`config.mk`:
```
export PLATFORM = sky130hd
export DESIGN_NAME = s100_io_responder
export DESIGN_NICKNAME = d
export VERILOG_FILES = /design/src/rtl/s100_io_responder.sv
export SDC_FILE = /design/constraint.sdc
export NUM_CORES = 1
export LEC_CHECK = 0
export ABC_AREA = 1
export CORE_UTILIZATION = 31
export DETAILED_ROUTE_END_ITERATION = 12
export PLACE_DENSITY = 0.59
export RECOVER_POWER = 25
export SYNTH_ARGS = -nofsm -noshare
export SYNTH_HDL_FRONTEND = slang
export SYNTH_SLANG_ARGS = --single-unit
```
`constraint.sdc`:
```
create_clock -name clockIn -period 1.5 [get_ports clockIn]
set_input_delay 0.15 -clock clockIn [delete_from_list [all_inputs] [get_ports clockIn]]
set_output_delay 0.15 -clock clockIn [all_outputs]
set_load 0.02 [all_outputs]
```
`src/rtl/s100_io_responder.sv`:
```
// S-100 bus I/O-port responder.
// Decodes Z80 port cycles aimed at a small address window, stretches them with
// RDY wait states, captures OUT data into two byte registers (LED latch at
// offset 0, scratch at offset 1) and sources those registers back on IN cycles.
// Every bus input is resynchronised to clockIn before any decision is made.
module s100_io_responder #(
  parameter logic [7:0]  PORT_BASE   = 8'h40,
  parameter logic [7:0]  PORT_MASK   = 8'hFE,
  parameter int unsigned WAIT_CYCLES = 4,
  parameter logic [7:0]  TIMEOUT     = 8'd255
) (
  input  logic       clockIn,
  input  logic       sw1_reset_n,
  input  logic       s100_pSYNC,
  input  logic       s100_sINP,
  input  logic       s100_sOUT,
  input  logic [7:0] s100_adr,
  input  logic       s100_pDBIN,
  input  logic       s100_n_pWR,
  input  logic [7:0] s100_DO,
  output logic       rdy_pull,
  output logic [7:0] di_data,
  output logic       di_oe,
  output logic [7:0] led_reg,
  output logic [7:0] scratch_reg,
  output logic       wr_strobe,
  output logic       timeout_err
);

  // Wait-state load value; the counter is 8 bits wide like the timeout counter.
  localparam logic [7:0] WAIT_INIT = 8'(WAIT_CYCLES);

  // All asynchronous bus inputs, grouped so one synchroniser chain covers them.
  typedef struct packed {
    logic       psync;
    logic       sinp;
    logic       sout;
    logic       pdbin;
    logic       n_pwr;
    logic [7:0] adr;
    logic [7:0] dout;
  } bus_t;

  // Quiescent bus: strobes inactive, n_pWR high so reset release never looks
  // like a write-strobe fall.
  localparam bus_t BUS_IDLE = '{psync: 1'b0, sinp: 1'b0, sout: 1'b0,
                                pdbin: 1'b0, n_pwr: 1'b1,
                                adr: 8'h00, dout: 8'h00};

  typedef enum logic [1:0] {
    S_IDLE,
    S_WAIT,
    S_XFER,
    S_DONE
  } state_t;

  bus_t       bus_raw;
  bus_t       bus_meta;
  bus_t       bus_sync;
  logic       psync_d;
  logic       pdbin_d;
  logic       n_pwr_d;

  state_t     state, state_n;
  logic [7:0] wait_cnt, wait_cnt_n;
  logic [7:0] tmo_cnt, tmo_cnt_n;
  logic       lat_adr0, lat_adr0_n;
  logic       lat_read, lat_read_n;
  logic [7:0] di_data_n;
  logic [7:0] led_n;
  logic [7:0] scratch_n;
  logic       timeout_err_n;

  logic       psync_rise;
  logic       pdbin_fall;
  logic       n_pwr_fall;
  logic       addr_match;
  logic       hit;

  assign bus_raw = {s100_pSYNC, s100_sINP, s100_sOUT, s100_pDBIN, s100_n_pWR,
                    s100_adr, s100_DO};

  // Two-flop synchroniser plus one delayed copy of the strobes for edge detect.
  // NOTE: sequential state uses non-blocking (<=) so every flop samples the
  // pre-edge value of its neighbours; blocking here would collapse the chain.
  always_ff @(posedge clockIn or negedge sw1_reset_n) begin
    if (!sw1_reset_n) begin
      bus_meta <= BUS_IDLE;
      bus_sync <= BUS_IDLE;
      psync_d  <= 1'b0;
      pdbin_d  <= 1'b0;
      n_pwr_d  <= 1'b1;
    end else begin
      bus_meta <= bus_raw;
      bus_sync <= bus_meta;
      psync_d  <= bus_sync.psync;
      pdbin_d  <= bus_sync.pdbin;
      n_pwr_d  <= bus_sync.n_pwr;
    end
  end

  assign psync_rise = bus_sync.psync & ~psync_d;
  assign pdbin_fall = ~bus_sync.pdbin & pdbin_d;
  assign n_pwr_fall = ~bus_sync.n_pwr & n_pwr_d;

  // A cycle is ours only when exactly one of sINP/sOUT is set and the
  // compared address bits land in the window.
  assign addr_match = (bus_sync.adr & PORT_MASK) == (PORT_BASE & PORT_MASK);
  assign hit        = (bus_sync.sinp ^ bus_sync.sout) & addr_match;

  // State, counters, latched cycle info and the two byte registers.
  always_ff @(posedge clockIn or negedge sw1_reset_n) begin
    if (!sw1_reset_n) begin
      state       <= S_IDLE;
      wait_cnt    <= 8'h00;
      tmo_cnt     <= 8'h00;
      lat_adr0    <= 1'b0;
      lat_read    <= 1'b0;
      di_data     <= 8'h00;
      led_reg     <= 8'h00;
      scratch_reg <= 8'h00;
      timeout_err <= 1'b0;
    end else begin
      state       <= state_n;
      wait_cnt    <= wait_cnt_n;
      tmo_cnt     <= tmo_cnt_n;
      lat_adr0    <= lat_adr0_n;
      lat_read    <= lat_read_n;
      di_data     <= di_data_n;
      led_reg     <= led_n;
      scratch_reg <= scratch_n;
      timeout_err <= timeout_err_n;
    end
  end

  // Next-state decode, register updates and the bus-facing strobes.
  // NOTE: every signal written here gets a default first, otherwise a path
  // that skips it would infer a latch.
  always_comb begin
    state_n       = state;
    wait_cnt_n    = wait_cnt;
    tmo_cnt_n     = tmo_cnt;
    lat_adr0_n    = lat_adr0;
    lat_read_n    = lat_read;
    di_data_n     = di_data;
    led_n         = led_reg;
    scratch_n     = scratch_reg;
    timeout_err_n = timeout_err;
    rdy_pull      = 1'b0;
    di_oe         = 1'b0;
    wr_strobe     = 1'b0;

    unique case (state)
      S_IDLE: begin
        if (psync_rise && hit) begin
          lat_adr0_n = bus_sync.adr[0];
          lat_read_n = bus_sync.sinp;
          if (WAIT_CYCLES == 0) begin
            state_n   = S_XFER;
            tmo_cnt_n = 8'h00;
            di_data_n = bus_sync.adr[0] ? scratch_reg : led_reg;
          end else begin
            state_n    = S_WAIT;
            wait_cnt_n = WAIT_INIT;
          end
        end
      end

      S_WAIT: begin
        rdy_pull   = 1'b1;
        wait_cnt_n = wait_cnt - 8'd1;
        if (wait_cnt == 8'd1) begin
          state_n   = S_XFER;
          tmo_cnt_n = 8'h00;
          di_data_n = lat_adr0 ? scratch_reg : led_reg;
        end
      end

      S_XFER: begin
        tmo_cnt_n = tmo_cnt + 8'd1;
        if (lat_read) begin
          di_oe = bus_sync.pdbin;
          if (pdbin_fall) begin
            state_n = S_DONE;
          end else if (tmo_cnt == TIMEOUT) begin
            timeout_err_n = 1'b1;
            state_n       = S_IDLE;
          end
        end else begin
          if (n_pwr_fall) begin
            wr_strobe = 1'b1;
            if (lat_adr0) scratch_n = bus_sync.dout;
            else          led_n     = bus_sync.dout;
            state_n = S_DONE;
          end else if (tmo_cnt == TIMEOUT) begin
            timeout_err_n = 1'b1;
            state_n       = S_IDLE;
          end
        end
      end

      S_DONE: begin
        if (!bus_sync.psync && !bus_sync.pdbin && bus_sync.n_pwr) begin
          state_n = S_IDLE;
        end
      end

      default: state_n = S_IDLE;
    endcase
  end

endmodule

```
==> impl_metrics.toml <==
[pwr]
p_leak_nw = 2.26
peakVddDrop_mv = 0.495
powerDensity_nw_per_um2 = 1110

[synthesis]
yosys-top-cells-count = "dfrtp_1, nand2_1, inv_1"
synth.distinct_cells = 28
ys_ff_latch = 90
synth_top_area_share = 0.631
synth_most_common_cell = "dfrtp_1"
synthesis.area_um2 = 3450
synthFlopType = "dfrtp_1"
synth-edff-count = 0
seq_area_frac_synth = 0.654
synth_nets = 347
synth_top_area_cell = "dfrtp_1"
syn_avg_cell_area_um2 = 10.7
async_reset_ff_frac = 1.00
yosysWarningCount = 0
netlist_instances = 321
synth_area_leaders = "dfrtp_1, nand2_1, o21ai_2"

[worst_setup_path]
reg2reg_depth = 9
critPathKind = "reg -> out"
slowest_delay_ns = 0.41
cp_slowest_cell = "dfrtp_1"
r2r_end = "tmo_cnt[5]$_DFFE_PN0P_"
crit_path_end_kind = "output port"
critical_path.top_delay_family = "flip-flops"
reg2reg_setup_slack_ns = 0.10
worstPathCellList = "buf_4 -> inv_1 -> nor2_4 -> buf_2"
r2r-start = "state[0]$_DFFE_PN0P_"
crit_arrival_ns = 1.26
worstPathMaxFanout = 3
crit_path_start_kind = "register"
critPathBufInv = 3
cp.depth = 4
worstPathRequired_ns = 1.35

[detailed_routing]
drt-total-wl_um = 6290
drt_iter0_markers = 90
vias = 2370
drc = 0
drtAntennaViolNets = 0
drt-wirelength-per-cell_um = 11.6
vias_per_cell = 4.39
drtPass1Iterations = 4

[timing]
worst_pin_slew_ns = 0.785
fin_crit_sh = 0.942
setup_violations = 0
finalHoldViolations = 0
rsz0062_at_grt = "yes"
slew_viol_final = 0
clock.fmax_mhz = 707
final_period_minus_worst_setup_slack_ns = 1.41
slew_headroom = 0.477
fin_worst_skew_ns = 0.0109
fin_hold_ws_ns = 0.338

[global_route]
antenna_found_initial = 0
grt_max_degree = 30
first_global_vias = 2274
overflow = 0
grt_usage = 0.122
grt_pass1_wl_um = 10700

[hold_path]
holdPathEnd = "bus_meta[9]$_DFF_PN0_"
hold_path_class = "in -> reg"
hold_path_startpoint = "s100_adr[1]"
hold_depth = 1

[cells_and_area]
nets = 421
diodes = 0
multi_input_area_um2 = 1020
reg_top3 = "bus_meta (21), bus_sync (21)"
regArea_um2 = 2260
drive_above_1_share = 0.185
instances_no_fill = 540
finalInstanceArea_um2 = 4410
area_growth_pct = 27.7
fill_cells = 1053

[cts]
clock-sinks = 90
clk_latency_ns = 0.35
clockBufferDepth = 2
clk_pin_slew_ns = 0.09
h-tree-depth = 3
cts_root_buf = "clkbuf_8"
cts_made_buffers = 9
cts_tree = "yes"

[floorplan]
start_util = 0.318
core_um2 = 10800
fp.dieH_um = 107
die_w_um = 107
dieArea_um2 = 11600
row_count = 38
io_pins = 51

[place]
gp_congestion = 0.747
place_inst = 522
placed_cell_area_um2 = 4220
dp_hpwl_um = 4560
port_buffers = 50

[job]
max_cap_viol_count = 0

[outcome]
status = "finished clean"
-- worst max-delay path by stage --
stage / startpoint / end
6_report: state[0]$_DFFE_PN0P_ / rdy_pull
5_1_grt: wait_cnt[0]$_DFFE_PN0P_ / wait_cnt[7]$_DFFE_PN0P_
4_1_cts: di_data[0]$_DFFE_PN0P_ / di_data[0]
3_5_place_dp: n_pwr_d$_DFF_PN1_ / wr_strobe
3_3_place_gp: n_pwr_d$_DFF_PN1_ / wr_strobe
2_1_floorplan: state[0]$_DFFE_PN0P_ / di_data[4]$_DFFE_PN0P_
-- kinds of logic after synthesis --
kind of cell	synth area share
xor gates and xnor gates	0.00254
AOI/OAI and AO/OA	0.0867
muxes	0.0232
and+or+nand+nor	0.168
adders and majority gates	0.0109
buffers and inverters	0.0544
DFF	0.654
-- routing by layer --
layer	global-route usage	up-vias	wire length [µm]
met5	0	-	0
met4	0.0587	0	118
met3	0.0412	9	254
met2	0.183	46	3060
met1	0.158	1147	2850
li1	-	1168	-
-- final cells by class --
cell class,instances,area share
clock buffers,11,0.0321
multi-input cells,187,0.232
inverters,38,0.0329
well taps,140,0.0398
flip-flops and latches,90,0.512
repair buffers,69,0.142
clock inverters,5,0.00880
-- worst register-to-register path: stages (launching register included) --
cell and delay, ns:
dfrtp_1 0.41, buf_4 0.14, inv_1 0.07, nor2_4 0.12
inv_2 0.05, nor2_2 0.17, nor2_1 0.06, buf_4 0.16
nand2_1 0.05, o21ai_0 0.07
-- stage by stage --
stage	power (mW)	util	TNS (ns)	setup WS (ns)
2_1_floorplan	3.18	-	0	0.114
3_3_place_gp	3.42	0.389	-0.0628	-0.0628
3_5_place_dp	3.45	0.389	-0.0730	-0.0721
4_1_cts	4.97	0.404	0	0.000306
5_1_grt	5.20	0.407	-0.0735	-0.0306
6_report	4.88	0.407	0	0.0865
-- repair_timing --
action	CTS	global route
resized for setup	34	8
gates cloned	0	0
setup endpoints to repair	23	11
hold buffers	1	0
pin swaps	0	1
hold endpoints to repair	23	0
setup buffers	0	1
-- layout by cell type, fill, tap and decap left out, drive strengths merged --
cell type / synthesis / final
a21oi: 5 / 5
a31o: 1 / 1
buf: 4 / 21
clkbuf: 2 / 12
clkinv: 0 / 3
clkinvlp: 0 / 1
dfrtp: 87 / 87
dfstp: 3 / 3
dlygate4sd2: 0 / 20
dlygate4sd3: 0 / 22
dlymetal6s2s: 0 / 5
ha: 3 / 3
inv: 38 / 39
mux2i: 8 / 8
nand2: 80 / 80
nand3: 20 / 20
nand4: 3 / 3
nor2: 22 / 22
nor3: 4 / 4
o21ai: 38 / 38
o21bai: 2 / 2
xor2: 1 / 1
-- power by group --
part	switching (mW)	total [mW]	leakage, nW	internal (mW)
sequential	0.116	2.71	1.14	2.59
clock	0.832	1.49	0.0899	0.656
combinational	0.419	0.683	1.03	0.264
total	1.37	4.88	2.26	3.51
Power figures use the tool's default switching activity.
